<file path="config.mk">
export PLATFORM = sky130hd
export DESIGN_NAME = isp_seq_divider
export DESIGN_NICKNAME = d
export VERILOG_FILES = /design/src/rtl/isp_seq_divider_pkg.sv /design/src/rtl/isp_seq_divider_div_step.sv /design/src/rtl/isp_seq_divider.sv
export SDC_FILE = /design/constraint.sdc
export NUM_CORES = 1
export LEC_CHECK = 0
export ABC_CLOCK_PERIOD_IN_PS = 7200
export BUFFER_PORTS_ARGS = -buffer_cell sky130_fd_sc_hd__buf_4
export CORE_MARGIN = 2
export CORE_UTILIZATION = 25
export CTS_CLUSTER_SIZE = 14
export DETAILED_ROUTE_END_ITERATION = 10
export SYNTH_ARGS = -nofsm -noshare
export SYNTH_HDL_FRONTEND = slang
export SYNTH_SLANG_ARGS = --single-unit
</file>
<file path="constraint.sdc">
create_clock -name clk -period 7.2 [get_ports clk]
set_clock_uncertainty 0.05 [all_clocks]
set_input_delay 0.36 -clock clk [delete_from_list [all_inputs] [get_ports clk]]
set_output_delay 0.36 -clock clk [all_outputs]
set_load 0.1 [all_outputs]
</file>
<file path="src/rtl/isp_seq_divider_pkg.sv">
// Shared definitions for the sequential fixed-point divider.
package isp_seq_divider_pkg;

    // Controller states.
    typedef enum logic [1:0] {
        IDLE = 2'd0,
        BUSY = 2'd1,
        DONE = 2'd2
    } state_t;

    // Number of restoring steps: one per bit of the scaled dividend.
    function automatic int unsigned n_iter(input int unsigned width, input int unsigned shift);
        return width + shift;
    endfunction

    // Width of a down-counter that must hold the value n.
    function automatic int unsigned cnt_width(input int unsigned n);
        return $clog2(n + 1);
    endfunction

endpackage

</file>
<file path="src/rtl/isp_seq_divider_div_step.sv">
// One combinational restoring-division step: shift in a dividend bit,
// trial-subtract the divisor, keep the difference when there is no borrow.
module isp_seq_divider_div_step #(
    parameter int unsigned WIDTH = 12
) (
    input  logic [WIDTH-1:0] r_in,
    input  logic             n_msb,
    input  logic [WIDTH-1:0] divisor,
    output logic [WIDTH-1:0] r_next_c,
    output logic             q_bit_c
);

    logic [WIDTH:0]   t;
    logic [WIDTH:0]   b;
    logic [WIDTH-1:0] diff;
    logic             cout;

    assign t = {r_in, n_msb};
    assign b = ~{1'b0, divisor};

    // Ripple-carry t + ~divisor + 1; carry out set means t >= divisor.
    // Only the low WIDTH sum bits are kept since an accepted difference
    // is always below the divisor.
    always_comb begin
        logic c;
        c    = 1'b1;
        diff = '0;
        for (int i = 0; i <= int'(WIDTH); i++) begin
            if (i < int'(WIDTH)) begin
                diff[i] = t[i] ^ b[i] ^ c;
            end
            c = (t[i] & b[i]) | (c & (t[i] ^ b[i]));
        end
        cout = c;
    end

    // Restore or keep the difference.
    always_comb begin
        q_bit_c  = cout;
        r_next_c = cout ? diff : t[WIDTH-1:0];
    end

endmodule

</file>
<file path="src/rtl/isp_seq_divider.sv">
// Iterative restoring divider: quotient = (dividend << SHIFT) / divisor,
// saturated to WIDTH bits, one operation in flight, valid/ready both sides.
module isp_seq_divider
    import isp_seq_divider_pkg::*;
#(
    parameter int unsigned WIDTH = 12,
    parameter int unsigned SHIFT = 8
) (
    input  logic             clk,
    input  logic             rst_n,
    input  logic             in_valid,
    output logic             in_ready,
    input  logic [WIDTH-1:0] dividend,
    input  logic [WIDTH-1:0] divisor,
    output logic             out_valid,
    input  logic             out_ready,
    output logic [WIDTH-1:0] quotient,
    output logic [WIDTH-1:0] remainder,
    output logic             div_by_zero,
    output logic             saturated
);

    localparam int unsigned NI    = n_iter(WIDTH, SHIFT);
    localparam int unsigned CNT_W = cnt_width(NI);

    state_t           state;
    state_t           state_nx;
    logic [WIDTH-1:0] dvs_q;
    logic [NI-1:0]    n_q;
    logic [NI-1:0]    acc_q;
    logic [WIDTH-1:0] r_q;
    logic [CNT_W-1:0] cnt_q;

    logic             accept_c;
    logic             dvz_c;
    logic             finish_c;
    logic             q_bit_c;
    logic [WIDTH-1:0] r_nx_c;
    logic [NI-1:0]    acc_nx_c;
    logic             sat_c;

    isp_seq_divider_div_step #(
        .WIDTH (WIDTH)
    ) u_step (
        .r_in     (r_q),
        .n_msb    (n_q[NI-1]),
        .divisor  (dvs_q),
        .r_next_c (r_nx_c),
        .q_bit_c  (q_bit_c)
    );

    assign acc_nx_c = {acc_q[NI-2:0], q_bit_c};
    assign sat_c    = |acc_nx_c[NI-1:WIDTH];
    assign dvz_c    = (dvs_q == '0);

    // State register.
    always_ff @(posedge clk) begin
        if (!rst_n) begin
            state <= IDLE;
        end else begin
            state <= state_nx;
        end
    end

    // Next-state logic; a zero divisor skips the iteration after one BUSY cycle.
    always_comb begin
        state_nx = state;
        accept_c = 1'b0;
        finish_c = 1'b0;
        case (state)
            IDLE: begin
                if (in_valid && in_ready) begin
                    accept_c = 1'b1;
                    state_nx = BUSY;
                end
            end
            BUSY: begin
                if (dvz_c || (cnt_q == CNT_W'(1))) begin
                    finish_c = 1'b1;
                    state_nx = DONE;
                end
            end
            DONE: begin
                if (out_ready) begin
                    state_nx = IDLE;
                end
            end
            default: state_nx = IDLE;
        endcase
    end

    // Datapath, handshake and result registers.
    always_ff @(posedge clk) begin
        if (!rst_n) begin
            in_ready    <= 1'b1;
            out_valid   <= 1'b0;
            quotient    <= '0;
            remainder   <= '0;
            div_by_zero <= 1'b0;
            saturated   <= 1'b0;
            dvs_q       <= '0;
            n_q         <= '0;
            acc_q       <= '0;
            r_q         <= '0;
            cnt_q       <= '0;
        end else begin
            in_ready  <= (state_nx == IDLE);
            out_valid <= (state_nx == DONE);

            if (accept_c) begin
                dvs_q <= divisor;
                n_q   <= NI'(dividend) << SHIFT;
                acc_q <= '0;
                r_q   <= '0;
                cnt_q <= CNT_W'(NI);
            end else if ((state == BUSY) && !dvz_c) begin
                n_q   <= {n_q[NI-2:0], 1'b0};
                acc_q <= acc_nx_c;
                r_q   <= r_nx_c;
                cnt_q <= cnt_q - CNT_W'(1);
            end

            if (finish_c) begin
                if (dvz_c) begin
                    quotient    <= '1;
                    remainder   <= '0;
                    div_by_zero <= 1'b1;
                    saturated   <= 1'b0;
                end else begin
                    quotient    <= sat_c ? '1 : acc_nx_c[WIDTH-1:0];
                    remainder   <= r_nx_c;
                    div_by_zero <= 1'b0;
                    saturated   <= sat_c;
                end
            end
        end
    end

endmodule

</file>
# == After elaboration in Yosys (flattened, before gate mapping) ==
# Cells that the tools add are included.
# totals
ff_bits,90
latchBits,0
ram_bits,0
mem_bits_ro,0
output_inout_bits,28
word_cells,111
mem_count,0
# classes
n_addsub,1
multipliers,0
div_mod_pow,0
magnitude_cmp,0
n_eq_ne,4
shift,0
mux,18
bitwise_logic,65
n_reduce_logical,10
# op_table
cell,n
12-bit two-way mux,4
20-bit two-way mux,2
1-bit bitwise AND,25
1-bit XOR,24
12-bit inverter with 13-bit output,1
1-bit bitwise OR,13
12-bit logical NOT,1
5-bit two-way mux,2
8-bit OR reduction,1
1-bit two-way mux,6
2-bit two-way mux,3
2-bit one-hot mux with 3 select lines,1
5-bit by 1-bit equality test with 1-bit output (second input constant),1
5-bit by 1-bit subtractor with 5-bit output (second input constant),1
2-bit equality test (second input constant),2
2-bit logical NOT,2
2-bit by 1-bit equality test with 1-bit output (second input constant),1
1-bit logical AND,2
1-bit inverter,2
2-bit nonzero test,1
2-bit OR reduction,1
1-bit logical NOT,1
1-bit logical OR,1

# == Logic depth before layout (Yosys ltp) ==
# Gate-level depths: netlist (run 1).
# depth
depth_word,29
depth_mapped,19
mapped_depth_nobuf,17

# == Hierarchy ==
# From an unflattened synthesis (run 1), not the netlist that was laid out.
# hier_totals
hier_cells,422
area_unflattened_um2,3877.5
# by_module_without_submodules
module,instances,cells_each,area_each_um2
isp_seq_divider,1,369,3428.3
isp_seq_divider_div_step,1,53,449.2

# == Worst setup path before layout (run 1) ==
# Ideal clock, no wire load.
# synth_path
path_kind,flip-flop to flip-flop
startpoint,register n_q[19]
endpoint,register r_q[10]
arrival_time_ns,5.868
required_time_ns,7.080
path_slack_ns,1.212
path_stages_with_launch,20
n_path_buf,2
period_less_slack_ns,5.988
path_cell_list,dfxtp_1 -> inv_1 -> ha_1 -> fa_1 -> fa_1 -> fa_1 -> fa_1 -> fa_1 -> fa_1 -> fa_1 -> fa_1 -> fa_1 -> fa_1 -> fa_1 -> nand2b_1 -> clkbuf_1 -> buf_1 -> mux2i_1 -> nand2_1 -> a21oi_1
# synth_between
elab_chain_len,27
word_cells_on_any_way,29
cone_classes,mux: 1; bitwise: 28
# synth_rtl
item,line,source
start: declaration,isp_seq_divider.sv:29,logic [NI-1:0] n_q;
start signal: assignment,isp_seq_divider.sv:112,n_q <= NI'(dividend) << SHIFT;
start signal: assignment,isp_seq_divider.sv:117,"n_q <= {n_q[NI-2:0], 1'b0};"
1-bit bitwise AND or 1-bit XOR (tied branches),isp_seq_divider_div_step.sv:32,c = (t[i] & b[i]) | (c & (t[i] ^ b[i]));
1-bit bitwise OR *,isp_seq_divider_div_step.sv:32,
1-bit bitwise AND *,isp_seq_divider_div_step.sv:32,
1-bit bitwise OR *,isp_seq_divider_div_step.sv:32,
1-bit bitwise AND *,isp_seq_divider_div_step.sv:32,
1-bit bitwise OR *,isp_seq_divider_div_step.sv:32,
1-bit bitwise AND *,isp_seq_divider_div_step.sv:32,
1-bit bitwise OR *,isp_seq_divider_div_step.sv:32,
(+11 left out),-,
1-bit bitwise OR *,isp_seq_divider_div_step.sv:32,
1-bit bitwise AND,isp_seq_divider_div_step.sv:32,
1-bit bitwise OR,isp_seq_divider_div_step.sv:32,
1-bit bitwise AND,isp_seq_divider_div_step.sv:32,
1-bit bitwise OR,isp_seq_divider_div_step.sv:32,
1-bit bitwise AND,isp_seq_divider_div_step.sv:32,
1-bit bitwise OR,isp_seq_divider_div_step.sv:32,
12-bit two-way mux *,isp_seq_divider_div_step.sv:40,r_next_c = cout ? diff : t[WIDTH-1:0];
end signal: assignment,isp_seq_divider.sv:119,r_q <= r_nx_c;
end: declaration,isp_seq_divider.sv:31,logic [WIDTH-1:0] r_q;
# Mark *: on every way between the ends. The rest lies on a longest branch, timed or not.
# A chain may end at the register's enable or synchronous reset.

# == Worst setup path in the final report (run 1) ==
# layout_path
startpoint,register n_q[19]
endpoint,register r_q[0]
# layout_between
elab_chain_len,27
word_cells_on_any_way,29
cone_classes,mux: 1; bitwise: 28
# layout_rtl
item,line
1-bit bitwise AND or 1-bit XOR (tied branches),"isp_seq_divider_div_step.sv:32, isp_seq_divider_div_step.sv:30"
1-bit bitwise OR,isp_seq_divider_div_step.sv:32
1-bit bitwise AND,isp_seq_divider_div_step.sv:32
1-bit bitwise OR,isp_seq_divider_div_step.sv:32
1-bit bitwise AND,isp_seq_divider_div_step.sv:32
1-bit bitwise OR,isp_seq_divider_div_step.sv:32
1-bit bitwise AND,isp_seq_divider_div_step.sv:32
1-bit bitwise OR,isp_seq_divider_div_step.sv:32
(+11 left out),-
1-bit bitwise OR,isp_seq_divider_div_step.sv:32
1-bit bitwise AND,isp_seq_divider_div_step.sv:32
1-bit bitwise OR,isp_seq_divider_div_step.sv:32
1-bit bitwise AND,isp_seq_divider_div_step.sv:32
1-bit bitwise OR,isp_seq_divider_div_step.sv:32
1-bit bitwise AND,isp_seq_divider_div_step.sv:32
1-bit bitwise OR,isp_seq_divider_div_step.sv:32
12-bit two-way mux *,isp_seq_divider_div_step.sv:40
# Marked as above.

==> results of run 1 <==
registers in the layout, indices dropped and copies added (netlist names):
| name | count |
|---|---|
| dvs_q | 12 |
| saturated | 1 |
| state | 2 |
| remainder | 12 |
| div_by_zero | 1 |
| in_ready | 1 |
| n_q | 12 |
| r_q | 12 |
| out_valid | 1 |
| acc_q | 19 |
| quotient | 12 |
| cnt_q | 5 |
cells in the final DEF (no fill, tap or decap), types with 2 or more instances in the layout:
cell and n:
a21oi_1 43, mux2i_1 12, nand3_1 14, o21a_1 2
clkinv_2 3, nand2_1 88, dfxtp_1 90, clkbuf_16 9
nor3_1 2, o31a_1 2, or4_1 2, xnor2_1 2
nand2b_1 4, nor2b_1 2, a21boi_0 14, and3_1 12
clkbuf_8 2, a32o_1 13, nor2_1 8, o21ai_0 14
nand4_1 12, buf_4 62, a41oi_1 11, nor4_2 3
ha_1 3, o221a_2 12, fa_1 11, inv_1 14
nor4_1 3
worst reg2reg max path: stages (launching register included):
cell and delay [ns]:
dfxtp_1 0.33, inv_1 0.06, ha_1 0.19, fa_1 0.38, fa_1 0.39, fa_1 0.39, fa_1 0.39, fa_1 0.39
fa_1 0.39, fa_1 0.40, fa_1 0.40, fa_1 0.39, fa_1 0.39, fa_1 0.39, nand2b_1 0.60, mux2i_1 0.36
nand2_1 0.09, a21oi_1 0.13
per-stage QoR:
step                total power, µW  hold WS (ns)  worst slack, ns  utilization  instances
detailed placement             1070         0.399             1.02        0.291        683
finish                         1540         0.225            0.996        0.310        699
floorplan                       961         0.381             1.21            -        442
global route                   1620         0.228            0.655        0.310        699
CTS                            1550         0.218             1.01        0.310        699
global placement               1060         0.393             1.12        0.291        683
how the worst min path moves through the flow:
| stage | to | slack (ns) | depth (start not counted) |
|---|---|---|---|
| global route | dvs_q[5] | 0.23 | 3 |
| finish | dvs_q[6] | 0.22 | 3 |
| global placement | r_q[0] | 0.39 | 2 |
| detailed placement | r_q[9] | 0.40 | 2 |
| CTS | dvs_q[6] | 0.22 | 3 |
| floorplan | r_q[11] | 0.38 | 2 |
logic make-up (layout without fill, tap and decap cells):
group | count (synthesis) | after routing
flip-flops | 90 | 90
AO/OA/AOI/OAI | 119 | 119
adder cells (fa/ha/maj) | 14 | 14
buffers and inverters | 51 | 92
XOR/XNOR | 2 | 2
AND/OR/NAND/NOR | 154 | 154
multiplexers | 12 | 12
power by group:
group,internal [µW],switching (µW)
clock network,286,191
logic,156,317
registers,545,43.8
total,986,552
metal layers:
metal  up-vias  wire, µm  global-route usage  share of wire
met4         0       194              0.0494          0.020
met2        98      4720               0.198           0.48
met5         -         0                   0              0
met1      1611      4320               0.152           0.44
met3        13       580              0.0322          0.059
li1       1651         -                   -              -
area by class of cell:
class,instances,area (µm²),share of cell area
Multi-Input combinational cell,301,2000,0.408
Timing Repair Buffer,62,465,0.0951
Sequential cell,90,1800,0.368
Inverter,14,52.6,0.0107
Tap cell,216,270,0.0552
Clock buffer,11,253,0.0517
Clock inverter,5,52.6,0.0107
==> flow_metrics.py, run 1 <==
metrics = {
    "layout": {
        "fill_cells": 1634,
        "final_area_um2": 4890,
        "syn2layout_area_growth_pct": 21.9,
        "nets": 520,
        "drive_gt1_frac": 0.201,
        "n_antenna_cell": 0,
    },
    "synth": {
        "syn_avg_cell_area_um2": 9.08,
        "synth_xor_area_frac": 0.00437,
        "synthMuxAreaShare": 0.0299,
        "synthArstFlopShare": 0,
        "synth_cell_types": 40,
        "synth_compound_area_frac": 0.215,
        "ys_top_cells_by_area": "dfxtp_1, nand2_1, fa_1",
        "synthAdderAreaFrac": 0.0642,
        "synth_most_common_cell": "dfxtp_1",
        "yosys_register_bits": 90,
        "yosys_warnings": 0,
        "synthSimpleGateAreaFrac": 0.183,
        "synth_area_um2": 4010,
        "synth_ff_type": "dfxtp_1",
        "synth_edf_count": 0,
        "synthCells": 442,
        "ys_seq_area_frac": 0.449,
        "synth_top_family_by_area": "compound AO/OA/AOI/OAI gates",
        "synth_top_area_share": 0.449,
        "yosysTopAreaCell": "dfxtp_1",
        "syn_nets": 484,
        "synth_common_cells": "dfxtp_1, nand2_1, a21oi_1",
    },
    "worst_setup_path": {
        "ff2ff_setup_slack_ns": 1.0,
        "crit_arrival_ns": 6.41,
        "cp_cell_sequence": "inv_1 -> ha_1 -> fa_1 -> fa_1 -> fa_1 -> fa_1 -> fa_1 -> fa_1 -> fa_1 -> fa_1 -> fa_1 -> fa_1 -> fa_1 -> nand2b_1 -> mux2i_1 -> nand2_1 -> a21oi_1",
        "path_delay_family": "adder cells",
        "r2r_cells": 17,
        "crit_type": "flop to flop",
        "cp_data_required_time_ns": 7.41,
        "endpoint": "r_q[0]",
        "rr_startpoint": "n_q[19]",
        "max_stage_delay_ns": 0.60,
        "crit_cells": 17,
        "cp_max_fo": 14,
        "worstSetupStartpoint": "n_q[19]",
        "reg2reg_to": "r_q[0]",
        "path_common_cell": "fa_1",
        "worst-path-buf-inv": 1,
        "crit_path_end_kind": "flop",
        "startpoint_type": "flop",
        "crit_slowest_cell": "nand2b_1",
    },
    "timing": {
        "fmax_ghz": 0.161,
        "setup_tns_ns": 0,
        "slew_violations": 0,
        "rsz0062_at_grt": "no",
        "worstMarginPinSlew_ns": 1.19,
        "fin_crit_sh": 0.862,
        "layout_min_cycle_time_ns": 6.20,
        "setup_viol": 0,
        "final_hold_viol_count": 0,
        "timing.slew.headroom": 0.208,
    },
    "route": {
        "vias": 3373,
        "drt_pre_antenna_iters": 4,
        "routed_via_density": 4.83,
        "wl_per_cell_um": 14.0,
        "wirelength_mm": 9.82,
        "ant_nets": 0,
        "route.detailed.drc": 0,
        "drt_iter0_markers": 205,
    },
    "place": {
        "place_area_um2": 4590,
        "hpwl_mm": 6.75,
        "portBuffers": 55,
        "gp_congestion": 0.746,
    },
    "floorplan": {
        "io-pin-count": 56,
        "core_um2": 15800,
        "die-area_um2": 17100,
        "die-width_um": 131,
        "rows": 46,
        "initial_core_util": 0.254,
        "die_h_um": 131,
    },
    "outcome": {
        "outcome": "complete, no violations",
    },
    "grt": {
        "grt_max_degree": 59,
        "globalRouteTotalUtil": 0.121,
        "antenna_found_initial": 0,
        "grt_overflow": 0,
        "grt_pass1_vias": 3258,
        "grt_pass1_wl_mm": 16.2,
    },
    "clock_tree": {
        "clockBufferDepth": 2,
        "insertion_delay_ns": 0.35,
        "h-tree-depth": 3,
        "postCtsHoldBufs": 0,
        "cts-resized-gates": 0,
        "cts_made_buffers": 9,
        "clock_sinks": 90,
        "clk_pin_slew_worst_paths_ns": 0.06,
        "cts_tree": "yes",
        "cts_setup_buffers": 0,
        "clockRootBuffer": "clkbuf_16",
    },
    "pwr": {
        "power_density_nw_per_um2": 314,
        "p_leak_uw": 0.00177,
        "irDropWorstVdd_mv": 0.130,
    },
    "min_path": {
        "hp-start": "divisor[6]",
        "hp-class": "primary input to flop",
    },
    "job": {
        "max_cap_violations": 0,
    },
}
Note: power is estimated with default switching activity, not from simulation.
==> run 2: changes to the inputs <==
--- a/config.mk
+++ b/config.mk
@@ -9,8 +9,10 @@
 export BUFFER_PORTS_ARGS = -buffer_cell sky130_fd_sc_hd__buf_4
 export CORE_MARGIN = 2
 export CORE_UTILIZATION = 25
+export CTS_CLUSTER_DIAMETER = 60
 export CTS_CLUSTER_SIZE = 14
 export DETAILED_ROUTE_END_ITERATION = 10
+export PLACE_DENSITY = 0.49
 export SYNTH_ARGS = -nofsm -noshare
 export SYNTH_HDL_FRONTEND = slang
 export SYNTH_SLANG_ARGS = --single-unit
==> run 2 against run 1 <==
  * Final cell count increased by 0.14%
  * Via count decreased by 0.62%
  * Register-to-register slack got worse by 0.04 ns
  * Sequential share of layout area decreased by 0.066 points
  * Routed wire length increased by 3.9%
  * Flip-flop and latch count unchanged
  * Clock power increased by 1%
  * Worst setup slack got worse by 0.043 ns
  * Die area unchanged
  * Count of clock-buffer cells in the layout increased by 1
  * First-iteration DRC count increased by 21%
  * Critical path depth unchanged
==> flow_metrics.py, run 2 (same netlist as run 1, synthesis figures left out) <==
metrics = {
    "layout": {
        "syn2layout_area_growth_pct": 22.1,
        "most-common-layout-cells": "dfxtp_1, nand2_1, buf_4",
        "n_antenna_cell": 0,
        "largest_register": "acc_q",
        "nets": 521,
        "drive_gt1_frac": 0.200,
        "final_common_cell": "dfxtp_1",
        "largest_reg_flops": 19,
    },
    "clock_tree": {
        "insertion_delay_ns": 0.34,
        "cts_tree": "yes",
        "cts_made_buffers": 9,
        "clk_pin_slew_worst_paths_ns": 0.06,
        "postCtsHoldBufs": 0,
        "clockBufferDepth": 2,
        "clockRootBuffer": "clkbuf_16",
        "clock_sinks": 90,
        "h-tree-depth": 3,
        "cts-resized-gates": 0,
        "cts_setup_buffers": 0,
    },
    "min_path": {
        "hp-class": "primary input to flop",
        "whs_path_depth": 3,
    },
    "grt": {
        "grt_pass1_vias": 3285,
        "grt_max_degree": 59,
        "globalRouteTotalUtil": 0.127,
        "grt_overflow": 0,
        "antenna_found_initial": 0,
        "grt_pass1_wl_mm": 16.8,
    },
    "timing": {
        "setup_viol": 0,
        "worstMarginPinSlew_ns": 0.830,
        "final_hold_viol_count": 0,
        "layout_min_cycle_time_ns": 6.25,
        "fin_crit_sh": 0.868,
        "timing.slew.headroom": 0.446,
        "fmax_ghz": 0.160,
        "slew_violations": 0,
        "setup_tns_ns": 0,
        "rsz0062_at_grt": "no",
    },
    "worst_setup_path": {
        "cp_data_required_time_ns": 7.42,
        "startpoint_type": "flop",
        "cp_max_fo": 14,
        "r2r_cells": 17,
        "crit_arrival_ns": 6.47,
        "crit_type": "flop to flop",
        "crit_path_end_kind": "flop",
    },
    "pwr": {
        "pwr-share-comb": 0.309,
        "power_density_nw_per_um2": 316,
        "irDropWorstVdd_mv": 0.125,
        "switching_share": 0.362,
        "intPower_uw": 989,
        "finalPower_uw": 1550,
        "power_frac_seq": 0.379,
        "p_sw_uw": 561,
        "clkPwrFrac": 0.312,
        "p_leak_uw": 0.00176,
    },
    "route": {
        "drt_pre_antenna_iters": 5,
        "route.detailed.drc": 0,
        "drt_iter0_markers": 249,
        "wirelength_mm": 10.2,
        "ant_nets": 0,
        "wl_per_cell_um": 14.6,
        "vias": 3352,
        "routed_via_density": 4.79,
    },
    "floorplan": {
        "die_h_um": 131,
        "rows": 46,
        "initial_core_util": 0.254,
        "io-pin-count": 56,
        "core_um2": 15800,
        "die-area_um2": 17100,
        "die-width_um": 131,
    },
    "place": {
        "hpwl_mm": 6.70,
        "portBuffers": 55,
        "gp_congestion": 0.713,
    },
    "outcome": {
        "outcome": "complete, no violations",
    },
    "job": {
        "max_cap_violations": 0,
    },
}
run 2: area by class of cell:
| cell class | count | area [µm²] |
|---|---|---|
| clock buffer | 12 | 256 |
| clock inverter | 4 | 50.0 |
| fill | 1707 | 10900 |
| inverter | 14 | 52.6 |
| multi-input combinational | 301 | 2000 |
| sequential | 90 | 1800 |
| tap | 216 | 270 |
| timing repair buffer | 63 | 473 |
run 2: critical path, stage by stage, from the launching register on:
cell	delay, ns
dfxtp_1	0.33
inv_1	0.07
ha_1	0.19
fa_1	0.38
fa_1	0.39
fa_1	0.39
fa_1	0.39
fa_1	0.41
fa_1	0.40
fa_1	0.41
fa_1	0.40
fa_1	0.40
fa_1	0.40
fa_1	0.36
nand2b_1	0.60
mux2i_1	0.37
nand2_1	0.09
a21oi_1	0.14
run 2: stage by stage:
stage	area, µm²	std cells	hold slack [ns]	setup WS (ns)	util
3_3_place_gp	4590	684	0.394	1.07	0.291
6_report	4900	700	0.222	0.953	0.311
4_1_cts	4900	700	0.211	0.945	0.311
2_1_floorplan	4010	442	0.381	1.21	-
5_1_grt	4900	700	0.218	0.587	0.311
3_5_place_dp	4590	684	0.397	0.977	0.291
run 2: metal layers:
layer,share of wire,routed length [µm],vias to the layer above,global-route usage
li1,-,-,1666,-
met2,0.47,4770,75,0.212
met1,0.47,4780,1595,0.160
met5,0,0,-,0
met3,0.047,475,16,0.0362
met4,0.017,175,0,0.0388
run 2: path summary, 6_finish.rpt:
| kind | slack [ns] | to | from |
|---|---|---|---|
| setup reg to reg | 0.95 | r_q[0] | n_q[19] |
| hold / removal | 0.22 | dvs_q[8] | divisor[8] |
| hold reg to reg | 0.41 | r_q[8] | r_q[8] |
| setup / recovery | 0.95 | r_q[0] | n_q[19] |
run 2: power groups by stage:
stage / sequential, µW / clock [µW] / combinational, µW
2_1_floorplan: 673 / 0 / 288
3_3_place_gp: 597 / 0 / 475
3_5_place_dp: 599 / 0 / 481
4_1_cts: 588 / 503 / 482
5_1_grt: 595 / 519 / 532
6_report: 588 / 484 / 478
==> run 3: changes to the inputs <==
--- a/config.mk
+++ b/config.mk
@@ -5,14 +5,15 @@
 export SDC_FILE = /design/constraint.sdc
 export NUM_CORES = 1
 export LEC_CHECK = 0
-export ABC_CLOCK_PERIOD_IN_PS = 7200
+export ABC_CLOCK_PERIOD_IN_PS = 5500
 export BUFFER_PORTS_ARGS = -buffer_cell sky130_fd_sc_hd__buf_4
 export CORE_MARGIN = 2
 export CORE_UTILIZATION = 25
 export CTS_CLUSTER_DIAMETER = 60
 export CTS_CLUSTER_SIZE = 14
 export DETAILED_ROUTE_END_ITERATION = 10
-export PLACE_DENSITY = 0.49
+export PLACE_DENSITY = 0.51
+export SKIP_CTS_REPAIR_TIMING = 1
 export SYNTH_ARGS = -nofsm -noshare
 export SYNTH_HDL_FRONTEND = slang
 export SYNTH_SLANG_ARGS = --single-unit
==> constraint.sdc (replaced) <==
create_clock -name clk -period 5.5 [get_ports clk]
set_clock_uncertainty 0.05 [all_clocks]
set_input_delay 0.275 -clock clk [delete_from_list [all_inputs] [get_ports clk]]
set_output_delay 0.275 -clock clk [all_outputs]
set_load 0.1 [all_outputs]
==> run 3 against run 2 <==
  * Fmax increased by 17%
  * Worst setup slack worse by 0.78 ns
  * Combinational power increased by 59%
  * Clock power increased by 18%
  * Routed wire length rose by 2.3%
  * Flip-flop and latch count unchanged
  * Critical path type unchanged
==> flow_metrics.py, run 3 (same netlist as run 1, synthesis figures left out) <==
metrics = {
    "clock_tree": {
        "clk_pin_slew_worst_paths_ns": 0.06,
        "clockRootBuffer": "clkbuf_16",
        "cts_tree": "yes",
        "h-tree-depth": 3,
        "clock_sinks": 90,
        "cts_made_buffers": 9,
        "clockBufferDepth": 2,
        "insertion_delay_ns": 0.34,
    },
    "timing": {
        "fin_ws_ns": 0.170,
        "layout_min_cycle_time_ns": 5.33,
        "final_hold_viol_count": 0,
        "fin_crit_sh": 0.969,
        "fmax_ghz": 0.188,
        "setup_viol": 0,
        "worstMarginPinSlew_ns": 1.28,
        "rsz0062_at_grt": "no",
        "timing.slew.headroom": 0.142,
        "slew_violations": 0,
    },
    "outcome": {
        "outcome": "complete, no violations",
    },
    "grt": {
        "globalRouteTotalUtil": 0.129,
        "antenna_found_initial": 0,
        "grt_max_degree": 59,
        "grt_overflow": 0,
        "grt-busiest-layer": "met2",
        "grt_pass1_wl_mm": 17.0,
        "met1_usage": 0.154,
        "grt_use_met3": 0.0354,
        "grt_pass1_vias": 3425,
        "grt_use_met2": 0.222,
    },
    "layout": {
        "nets": 528,
        "final_area_um2": 5030,
        "drive_gt1_frac": 0.251,
        "stdcell_count": 706,
        "multi_input_area_um2": 2100,
        "largest_reg_flops": 19,
        "fill_cells": 1694,
        "largest_register": "acc_q",
        "syn2layout_area_growth_pct": 25.4,
        "n_antenna_cell": 0,
        "most-common-layout-cells": "dfxtp_1, nand2_1, buf_4",
        "seq_area_um2": 1800,
        "final_common_cell": "dfxtp_1",
    },
    "worst_setup_path": {
        "ff2ff_setup_slack_ns": 0.17,
        "cp_data_required_time_ns": 5.70,
        "crit_type": "flop to flop",
        "worstSetupStartpoint": "n_q[19]",
        "crit_path_end_kind": "flop",
        "rr_startpoint": "n_q[19]",
        "startpoint_type": "flop",
        "cp_max_fo": 8,
        "crit_arrival_ns": 5.53,
    },
    "place": {
        "placed_cells": 691,
        "gp_congestion": 0.782,
        "hpwl_mm": 6.94,
        "portBuffers": 55,
        "place_area_um2": 4660,
        "pre_cts_slack_ns": -0.244,
    },
    "floorplan": {
        "rows": 46,
        "core_um2": 15800,
        "die-width_um": 131,
        "io-pin-count": 56,
        "initial_core_util": 0.254,
        "die-area_um2": 17100,
        "die_h_um": 131,
    },
    "route": {
        "drt_pre_antenna_iters": 6,
        "vias": 3364,
        "route.detailed.drc": 0,
        "wl_per_cell_um": 14.8,
        "wirelength_mm": 10.4,
        "drt_iter0_markers": 189,
        "routed_via_density": 4.76,
        "ant_nets": 0,
    },
    "min_path": {
        "hp-start": "divisor[10]",
        "hp-class": "primary input to flop",
    },
    "job": {
        "max_cap_violations": 0,
    },
    "pwr": {
        "irDropWorstVdd_mv": 0.158,
        "power_density_nw_per_um2": 417,
        "p_leak_uw": 0.00180,
    },
}
[run 3: stage by stage]
step	setup TNS, ns	total power (µW)	util	hold slack [ns]
final	0	2100	0.319	0.143
after global routing	0	2210	0.319	0.147
after CTS	-4.95	2040	0.313	0.123
after detailed placement	-4.37	1470	0.296	0.396
after global placement	-2.46	1450	0.296	0.394
after floorplan	0	1280	-	0.370
[run 3: critical path, stage by stage, from the launching register on]
cell and delay [ns]:
dfxtp_1 0.33, inv_1 0.06, ha_1 0.19, fa_2 0.34, fa_2 0.34, fa_2 0.34
fa_2 0.35, fa_2 0.34, fa_2 0.36, fa_2 0.35, fa_2 0.36, fa_2 0.35
fa_2 0.36, fa_2 0.36, nand2b_4 0.11, buf_12 0.16, mux2i_2 0.25, nand2_1 0.09
a21oi_2 0.13
[run 3: worst paths after layout]
path / to / depth (start not counted)
max: r_q[4] / 18
min: dvs_q[10] / 3
max reg2reg: r_q[4] / 18
min reg2reg: r_q[3] / 2
[run 3: final cells by class]
type | instances | area share
Sequential cell | 90 | 0.358
Timing Repair Buffer | 70 | 0.107
Clock inverter | 3 | 0.00298
Multi-Input combinational cell | 301 | 0.417
Clock buffer | 12 | 0.0510
Inverter | 14 | 0.0104
Tap cell | 216 | 0.0537
[run 3: routing by layer]
metal	vias to the layer above	share of wire
li1	1667	-
met1	1609	0.46
met2	66	0.48
met3	22	0.037
met4	0	0.026
met5	-	0
[run 3: power by group]
group | internal, µW | switching (µW)
sequential | 713 | 55.8
combinational | 292 | 466
clock | 326 | 245
total | 1330 | 767
